[config.mk]
export PLATFORM = sky130hd
export DESIGN_NAME = sdram_req_sched
export DESIGN_NICKNAME = d
export VERILOG_FILES = /design/src/rtl/sdram_pkg.sv /design/src/rtl/sdram_ref_timer.sv /design/src/rtl/sdram_req_sched.sv
export SDC_FILE = /design/constraint.sdc
export NUM_CORES = 1
export LEC_CHECK = 0
export BUFFER_PORTS_ARGS = -buffer_cell sky130_fd_sc_hd__buf_2
export CAP_MARGIN = 0
export CORE_UTILIZATION = 24
export DETAILED_ROUTE_END_ITERATION = 10
export MAX_ROUTING_LAYER = met4
export PLACE_DENSITY = 0.39
export SLEW_MARGIN = 20
export SYNTH_ARGS = -nofsm -noshare
export SYNTH_HDL_FRONTEND = slang
export SYNTH_SLANG_ARGS = --single-unit
export TNS_END_PERCENT = 50
[constraint.sdc]
create_clock -name S_CLK -period 3.6 [get_ports S_CLK]
set_input_delay 0.18 -clock S_CLK [delete_from_list [all_inputs] [get_ports S_CLK]]
set_output_delay 0.18 -clock S_CLK [all_outputs]
set_load 0.01 [all_outputs]
[src/rtl/sdram_pkg.sv]
// Shared definitions for the SDRAM front end.
// Holds the state encoding and default sizing, and is used by SDRAM_TOP as well.
package sdram_pkg;

    localparam int DEF_ADDR_W     = 20;
    localparam int DEF_BURST_LEN  = 256;
    localparam int DEF_REF_CYCLES = 780;   // 15.6 us at 50 MHz

    localparam logic [1:0] ST_IDLE = 2'd0;
    localparam logic [1:0] ST_REF  = 2'd1;
    localparam logic [1:0] ST_WR   = 2'd2;
    localparam logic [1:0] ST_RD   = 2'd3;

    // Encoding of the most recently served burst client.
    localparam logic LAST_RD = 1'b0;
    localparam logic LAST_WR = 1'b1;

endpackage

[src/rtl/sdram_ref_timer.sv]
// Auto-refresh interval timer: raises ref_pend every REF_CYCLES enabled cycles
// and flags a sticky overrun when an interval expires with a refresh still owed.
module sdram_ref_timer
    import sdram_pkg::*;
#(
    parameter int REF_CYCLES = DEF_REF_CYCLES
) (
    input  logic S_CLK,
    input  logic RST,
    input  logic en,
    input  logic clr,
    output logic ref_pend,
    output logic ref_overrun
);

    localparam int CNT_W = (REF_CYCLES > 1) ? $clog2(REF_CYCLES) : 1;
    localparam logic [CNT_W-1:0] CNT_LAST = CNT_W'(REF_CYCLES - 1);

    logic [CNT_W-1:0] timer;
    logic             expire;

    assign expire = en && (timer == CNT_LAST);

    always_ff @(posedge S_CLK or posedge RST) begin
        if (RST) begin
            timer       <= '0;
            ref_pend    <= 1'b0;
            ref_overrun <= 1'b0;
        end else begin
            if (expire) begin
                timer <= '0;
            end else if (en) begin
                timer <= timer + 1'b1;
            end

            // A new expiry beats a same-cycle clear so the fresh request is not lost.
            if (expire) begin
                ref_pend <= 1'b1;
                if (ref_pend) begin
                    ref_overrun <= 1'b1;
                end
            end else if (clr) begin
                ref_pend <= 1'b0;
            end
        end
    end

endmodule

[src/rtl/sdram_req_sched.sv]
// Arbitrates the single SDRAM command port between refresh, a burst writer and a
// burst reader, one request at a time, with wrapping per-client burst pointers.
module sdram_req_sched
    import sdram_pkg::*;
#(
    parameter int                ADDR_W     = DEF_ADDR_W,
    parameter int                BURST_LEN  = DEF_BURST_LEN,
    parameter logic [ADDR_W-1:0] ADDR_LAST  = 'hFFF00,
    parameter int                REF_CYCLES = DEF_REF_CYCLES
) (
    input  logic              S_CLK,
    input  logic              RST,
    input  logic              init_done,
    input  logic              wr_pending,
    input  logic              rd_pending,
    output logic              write_req,
    input  logic              write_ack,
    output logic              read_req,
    input  logic              read_ack,
    output logic              ref_req,
    input  logic              ref_ack,
    output logic [ADDR_W-1:0] sdram_addr,
    output logic              wr_wrap,
    output logic              rd_wrap,
    output logic              ref_overrun
);

    localparam logic [ADDR_W-1:0] STEP = ADDR_W'(BURST_LEN);

    logic [1:0]        state;
    logic              last;
    logic [ADDR_W-1:0] wr_ptr;
    logic [ADDR_W-1:0] rd_ptr;
    logic              ref_pend;
    logic              ref_done;

    assign ref_done = (state == ST_REF) && ref_ack;

    sdram_ref_timer #(
        .REF_CYCLES (REF_CYCLES)
    ) u_ref_timer (
        .S_CLK       (S_CLK),
        .RST         (RST),
        .en          (init_done),
        .clr         (ref_done),
        .ref_pend    (ref_pend),
        .ref_overrun (ref_overrun)
    );

    // NOTE: all state below is updated with non-blocking assignments so every
    // branch sees the pre-edge values of state, pointers and ref_pend.
    always_ff @(posedge S_CLK or posedge RST) begin
        if (RST) begin
            state      <= ST_IDLE;
            last       <= LAST_RD;
            wr_ptr     <= '0;
            rd_ptr     <= '0;
            write_req  <= 1'b0;
            read_req   <= 1'b0;
            ref_req    <= 1'b0;
            sdram_addr <= '0;
            wr_wrap    <= 1'b0;
            rd_wrap    <= 1'b0;
        end else begin
            wr_wrap <= 1'b0;
            rd_wrap <= 1'b0;

            case (state)
                ST_IDLE: begin
                    // Refresh first, then round-robin between the burst clients.
                    if (init_done) begin
                        if (ref_pend) begin
                            state   <= ST_REF;
                            ref_req <= 1'b1;
                        end else if (wr_pending && (!rd_pending || last == LAST_RD)) begin
                            state      <= ST_WR;
                            write_req  <= 1'b1;
                            sdram_addr <= wr_ptr;
                        end else if (rd_pending) begin
                            state      <= ST_RD;
                            read_req   <= 1'b1;
                            sdram_addr <= rd_ptr;
                        end
                    end
                end

                ST_REF: begin
                    if (ref_ack) begin
                        ref_req <= 1'b0;
                        state   <= ST_IDLE;
                    end
                end

                ST_WR: begin
                    if (write_ack) begin
                        write_req <= 1'b0;
                        last      <= LAST_WR;
                        state     <= ST_IDLE;
                        if (wr_ptr == ADDR_LAST) begin
                            wr_ptr  <= '0;
                            wr_wrap <= 1'b1;
                        end else begin
                            wr_ptr <= wr_ptr + STEP;
                        end
                    end
                end

                ST_RD: begin
                    if (read_ack) begin
                        read_req <= 1'b0;
                        last     <= LAST_RD;
                        state    <= ST_IDLE;
                        if (rd_ptr == ADDR_LAST) begin
                            rd_ptr  <= '0;
                            rd_wrap <= 1'b1;
                        end else begin
                            rd_ptr <= rd_ptr + STEP;
                        end
                    end
                end

                default: state <= ST_IDLE;
            endcase
        end
    end

endmodule

Word-level counts from Yosys, hierarchy flattened. Cells that the tools add are included.

Register bits after elaboration: 80. Latch bits: 0. Bits in writable memories: 0. ROM bits: 0. Input port bits: 8. Output and inout port bits: 26. Logic and storage cells: 95. Memories kept: 0.

Add/subtract/negate cells: 3. Multipliers: 0. Div/mod/pow operators: 0. $lt $le $gt $ge: 0. Equality and inequality tests: 16. Shift operators: 0. Multiplexer cells: 39. Bitwise operators: 2. Reduce and logical (&&, ||, !) cells: 22.

Operator list (count): 2-to-1 mux 20 bit (4); adder 20 x 9 -> 20 bit (second input constant) (2); == test 20 bit (second input constant) (2); 2-to-1 mux 1 bit (21); 2-to-1 mux 10 bit (2); != test 2 bit (second input constant) (8); 2-to-1 mux 2 bit (7); nonzero test 2 bit (7); adder 10 x 1 -> 10 bit (second input constant) (1); == test 10 bit (second input constant) (1); AND reduction 5 bit (2); one-hot mux 1 bit (2 select lines) (4); one-hot mux 2 bit (4 select lines) (1); AND reduction 4 bit (2); AND reduction 2 bit (3); AND reduction 6 bit (1); == test 2 bit (second input constant) (2); != test 4 x 3 -> 1 bit (second input constant) (1); logical AND 1 bit (3); AND reduction 3 bit (1); == test 2 x 1 -> 1 bit (second input constant) (1); logical NOT 2 bit (1); != test 2 x 1 -> 1 bit (second input constant) (1); NOT 1 bit (2); 2 further kinds (2).

Logic depth before layout (Yosys ltp).
Depth after elaboration: 7. Depth in mapped cells: 6. Mapped depth without buffers: 5.

Hierarchy. Synthesis repeated with hierarchy kept, for this count alone.

Cell total of the unflattened synthesis: 280. Area total of the unflattened synthesis: 2826.5 um^2.

By module, submodules not included: sdram_req_sched (instances 1, cells an instance 228, area an instance 2254.7 um^2, sequential area each 1101.1 um^2); sdram_ref_timer (instances 1, cells an instance 52, area an instance 571.8 um^2, sequential area each 300.3 um^2).

Worst setup path after synthesis. OpenSTA, ideal clock, no wires.

Path kind: register -> register. From: register state[0]. To: register sdram_addr[15]. Setup time: 125 ps. Arrival: 1249 ps. Data required time: 3475 ps. Path slack: 2226 ps. Stages on the path, launching flop included: 6. Path buffers: 2. Cells stage by stage: dfrtp_1 -> buf_6 -> nor4b_4 -> o21a_4 -> buf_4 -> a21oi_1.

Cells in the longest elaborated chain, start to end: 2.

RTL lines: from (decl) (RTL line sdram_req_sched.sv:30) `logic [1:0] state;`; from (signal assigned) (RTL line sdram_req_sched.sv:54) `state <= ST_IDLE;`; from (signal assigned) (RTL line sdram_req_sched.sv:73) `state <= ST_REF;`; from (signal assigned) (RTL line sdram_req_sched.sv:76) `state <= ST_WR;`; logical NOT 2 bit (RTL line sdram_req_sched.sv:68) `case (state)`; AND reduction 4 bit (no source line); to (signal assigned) (RTL line sdram_req_sched.sv:78) `sdram_addr <= wr_ptr;`; to (signal assigned) (RTL line sdram_req_sched.sv:82) `sdram_addr <= rd_ptr;`; to (decl) (RTL line sdram_req_sched.sv:22) `output logic [ADDR_W-1:0] sdram_addr,`.

Every way passes these cells. A chain may end at the register's enable or synchronous reset.

Worst setup path in the final report.
From: register last. To: register sdram_addr[14].

Cells in the longest elaborated chain, start to end: 5. Elaborated cells on any way between the ends: 6.

RTL lines: from (decl) (RTL line sdram_req_sched.sv:31) `logic last;`; from (signal assigned) (RTL line sdram_req_sched.sv:55) `last <= LAST_RD;`; from (signal assigned) (RTL line sdram_req_sched.sv:97) `last <= LAST_WR;`; from (signal assigned) (RTL line sdram_req_sched.sv:111) `last <= LAST_RD;`; NOT 1 bit (*) (RTL line sdram_req_sched.sv:75) `end else if (wr_pending && (!rd_pending || last == LAST_RD)) begin`; logical OR 1 bit (*) (RTL line sdram_req_sched.sv:75); logical AND 1 bit (*) (RTL line sdram_req_sched.sv:75); nonzero test 2 bit (no source line); AND reduction 4 bit (no source line).

Mark *: on every way between the ends. The rest lies on a longest branch, timed or not.

==> flow_results.org <==
** Status
- Result of the run :: complete, no violations

** Drt
- Total DRC errors in the routed layout :: 0
- Dividing the detail-routed via count by the number of cells gives 4.41.
- Violation count after the first detailed-route iteration :: 74
- The routed layout has around 1900 vias.
- The first detailed-routing pass ran for 4 iterations.
- Number of antenna-violating nets in the routed design :: 0
- After detailed routing, the average wire length per cell comes to 13.6 um.
- Wirelength, routed :: 5790 um

** Clock network
- Number of gates given a new drive strength after cts :: 0
- Num CTS Buffers :: 5
- Root buf cell :: sky130_fd_sc_hd__clkbuf_16
- The H-tree was split into 2 levels.
- Buffers inserted to repair hold after CTS numbered 0.
- Clock-pin slew reported for the worst setup and hold paths after clock tree synthesis :: ~0.07 ns
- CTS tree :: done
- Clock network latency to the later pin of the worst-skew pair :: about 0.29 ns
- Number of buffers inserted to repair setup after CTS :: 0
- No sink is reached through more buffers than the 2 on the longest clock path.
- CTS saw 56 sinks.

** STA
- Setup repair after global routing left no endpoint under its margin.
- Summed over all failing endpoints, the final setup total negative slack is 0 ns.
- For the pin with the worst max-slew slack, the measured transition is 0.940 ns.
- Time the final worst path needs with I/O delays and setup :: 1.69 ns
- Hold is met by 0.0900 ns.
- Derived from the worst setup path, the maximum achievable clock frequency is 591 MHz.
- Relative slew slack :: 0.370
- Total count of max-transition violations in the final report :: 0
- On the final layout, the worst clock skew is 0.00645 ns.
- Hold violation count in the final report :: 0
- Setup WS post-layout :: ~1.9 ns
- Final critical-path share of the clock period :: 0.470
- Setup violations remaining at the end of the flow were counted as 0.

** Worst setup path
- The worst setup path is launched from a flip-flop.
- The startpoint identified for the worst register-to-register timing path is last.
- STA classifies the critical path endpoint as a flip-flop.
- Startpoint of the worst setup timing path :: last
- Of all nets on the critical path, the largest fanout is 14.
- STA puts the critical path data required time at 3.77 ns.
- Category of the critical setup timing path :: flip-flop to flip-flop
- Data arrives at the worst endpoint at 1.86 ns.

** Final layout
- Filler cell count :: 1174
- Inserted Diodes :: 0
- At the end of the flow the core is filled with cells to 0.287.
- Multi-input gate area in the final layout :: 1270 um2
- Area used by sequential logic in the layout :: 1400 um2
- Layout Nets :: roughly 300
- Summing all non-filler instances in the final layout gives an area of 3170 um2.
- The area growth from synthesis to layout is 14.6%.
- Layout cells sized above 1 :: 0.204

** Die
- The core region is 11000 um2.
- I/O pin cnt :: 34
- Area enclosed by the die boundary :: 12000 um2
- Placement row count :: 38
- Vertical die dimension :: 109 um
- The initial utilization of the core area, before any placement, comes to 0.251.
- Chip width :: 109 um

** Power
- The worst-case IR drop observed on VDD is 0.000238 V.
- Total power divided by cell area :: 644 nW/um2
- Summed over all cells, the static leakage comes to 0.00142 uW.

** Global routing
- The number of antenna violations at the first check in global routing is 0.
- The number of global-route vias before repair came to 1971.
- Largest net degree at the start of global routing :: 42
- The first global-routing pass estimated around 10000 um of wire.
- Summed over all layers, the global routing overflow is 0.
- Tot GR Track Use :: 0.112

** Placement
- RePlAce Congestion :: 0.719
- Detailed placer's ending HPWL :: roughly 4200 um
- Worst slack at placement :: 1.91 ns
- In this run the cell area measured after placement is 2990 um2.
- I/O Buffers :: 25

** Synthesis
- Synth Instances :: 257
- Summing every instance area after synthesis gives 2770 um2.
- The share of the Yosys chip area taken by registers is 0.507.
- Count of unique library cells instantiated by Yosys :: 44
- After synthesis, the mean cell area works out to 10.8 um2.
- Yosys printed 0 warnings.
- Yosys attributes the largest share of cell area to sky130_fd_sc_hd__dfrtp_1 (51%), sky130_fd_sc_hd__xnor2_1 (6.0%), sky130_fd_sc_hd__mux2i_1 (4.3%).
- Register bit count reported by yosys :: 56
- Fraction of synthesized cell area taken by the top area cell type :: 0.507
- Cell accounting for the most synthesized area :: sky130_fd_sc_hd__dfrtp_1

** Flow run
- Number of max-cap violations :: 0

** Hold path
- The worst hold path belongs to the class input pin to async pin.
cell type report:
class                           instances  share of cell area
Clock inverter                          2              0.0122
Timing Repair Buffer                   26              0.0418
Sequential cell                        56               0.442
Tap cell                              140              0.0553
Multi-Input combinational cell        191               0.400
Inverter                                4             0.00474
Clock buffer                            6              0.0438
layer usage:
layer	track usage	part of all wire	up-vias
met5	-	0	-
met4	0.0257	0.0079	0
met3	0.0219	0.029	4
met2	0.189	0.48	31
met1	0.139	0.48	913
li1	-	-	927
cells in the final DEF, fill, tap and decap left out, types with 3 or more instances in the layout:
cell / Yosys / routed
sky130_fd_sc_hd__a21oi_1: 9 / 9
sky130_fd_sc_hd__nor2_1: 31 / 31
sky130_fd_sc_hd__xor2_1: 6 / 6
sky130_fd_sc_hd__inv_1: 4 / 3
sky130_fd_sc_hd__conb_1: 1 / 8
sky130_fd_sc_hd__a21o_1: 3 / 3
sky130_fd_sc_hd__buf_2: 0 / 25
sky130_fd_sc_hd__nand3_1: 7 / 7
sky130_fd_sc_hd__nor3_1: 7 / 7
sky130_fd_sc_hd__o21ai_0: 6 / 6
sky130_fd_sc_hd__and3_1: 5 / 5
sky130_fd_sc_hd__nand2_1: 30 / 30
sky130_fd_sc_hd__ha_1: 3 / 3
sky130_fd_sc_hd__clkbuf_16: 0 / 5
sky130_fd_sc_hd__dfrtp_1: 56 / 56
sky130_fd_sc_hd__nand4_1: 9 / 9
sky130_fd_sc_hd__a21oi_2: 7 / 7
sky130_fd_sc_hd__xnor2_1: 19 / 19
sky130_fd_sc_hd__mux2i_1: 12 / 12
stage by stage:
step           cells  total power [uW]
4_1_cts          425              2080
6_report         425              2040
3_3_place_gp     417              1490
3_5_place_dp     417              1490
2_1_floorplan    264              1340
5_1_grt          425              2200
worst paths after layout:
check | endpoint | slack, ns | cells after the start
setup / recovery | sdram_addr[14] | 1.91 | 3
hold / removal | u_ref_timer.timer[7] | 0.09 | 2
max in group asynchronous | state[1] | 2.75 | 3
setup reg to reg | sdram_addr[14] | 1.91 | 3
hold reg to reg | u_ref_timer.ref_overrun | 0.45 | 1
min in group S_CLK | u_ref_timer.timer[1] | 0.21 | 3
worst max-delay path, cell delays in order (launching register included):
cell	delay [ns]
sky130_fd_sc_hd__dfrtp_1	0.40
sky130_fd_sc_hd__a21boi_2	0.75
sky130_fd_sc_hd__mux2i_1	0.34
sky130_fd_sc_hd__a21oi_2	0.08
kinds of logic (layout without fill, tap and decap cells):
kind of cell	count (synthesis)	in the layout	synth area share
AO/OA/AOI/OAI	34	34	0.0873
XOR/XNOR	25	25	0.0791
adder cells (fa/ha/maj)	3	3	0.0136
buffers and inverters	17	38	0.0448
flip-flops	56	56	0.507
multiplexers	12	12	0.0434
other	1	8	0.00136
AND/OR/NAND/NOR	109	109	0.224
synthesized netlist by cell type (all sizes together):
library cell	n
o41ai	1
a32o	1
a31oi	1
inv	4
ha	3
a21boi	1
nand2	30
and2b	2
xor2	6
nand3b	1
o21a	1
buf	13
nand4	10
nor3	9
xnor2	19
conb	1
mux2i	12
a21oi	16
nand3	9
nor4b	1
o2bb2ai	1
o21ai	7
or2b	1
and3	7
or2	1
dfrtp	56
nand2b	1
o22a	2
nor4	4
nor2	31
a21o	3
or3	2
sequential cells by signal, indices dropped and copies added, names as in the netlist, 2 cells and up:
register and count:
state 2, wr_ptr 12, rd_ptr 12, u_ref_timer.timer 10, sdram_addr 12
power breakdown:
part           switching, uW  internal, uW  leakage, uW
clock                    226           349    0.0000871
sequential               182           784     0.000728
combinational            278           222     0.000603
total                    687          1350      0.00142
Power figures use the tool's default switching activity.
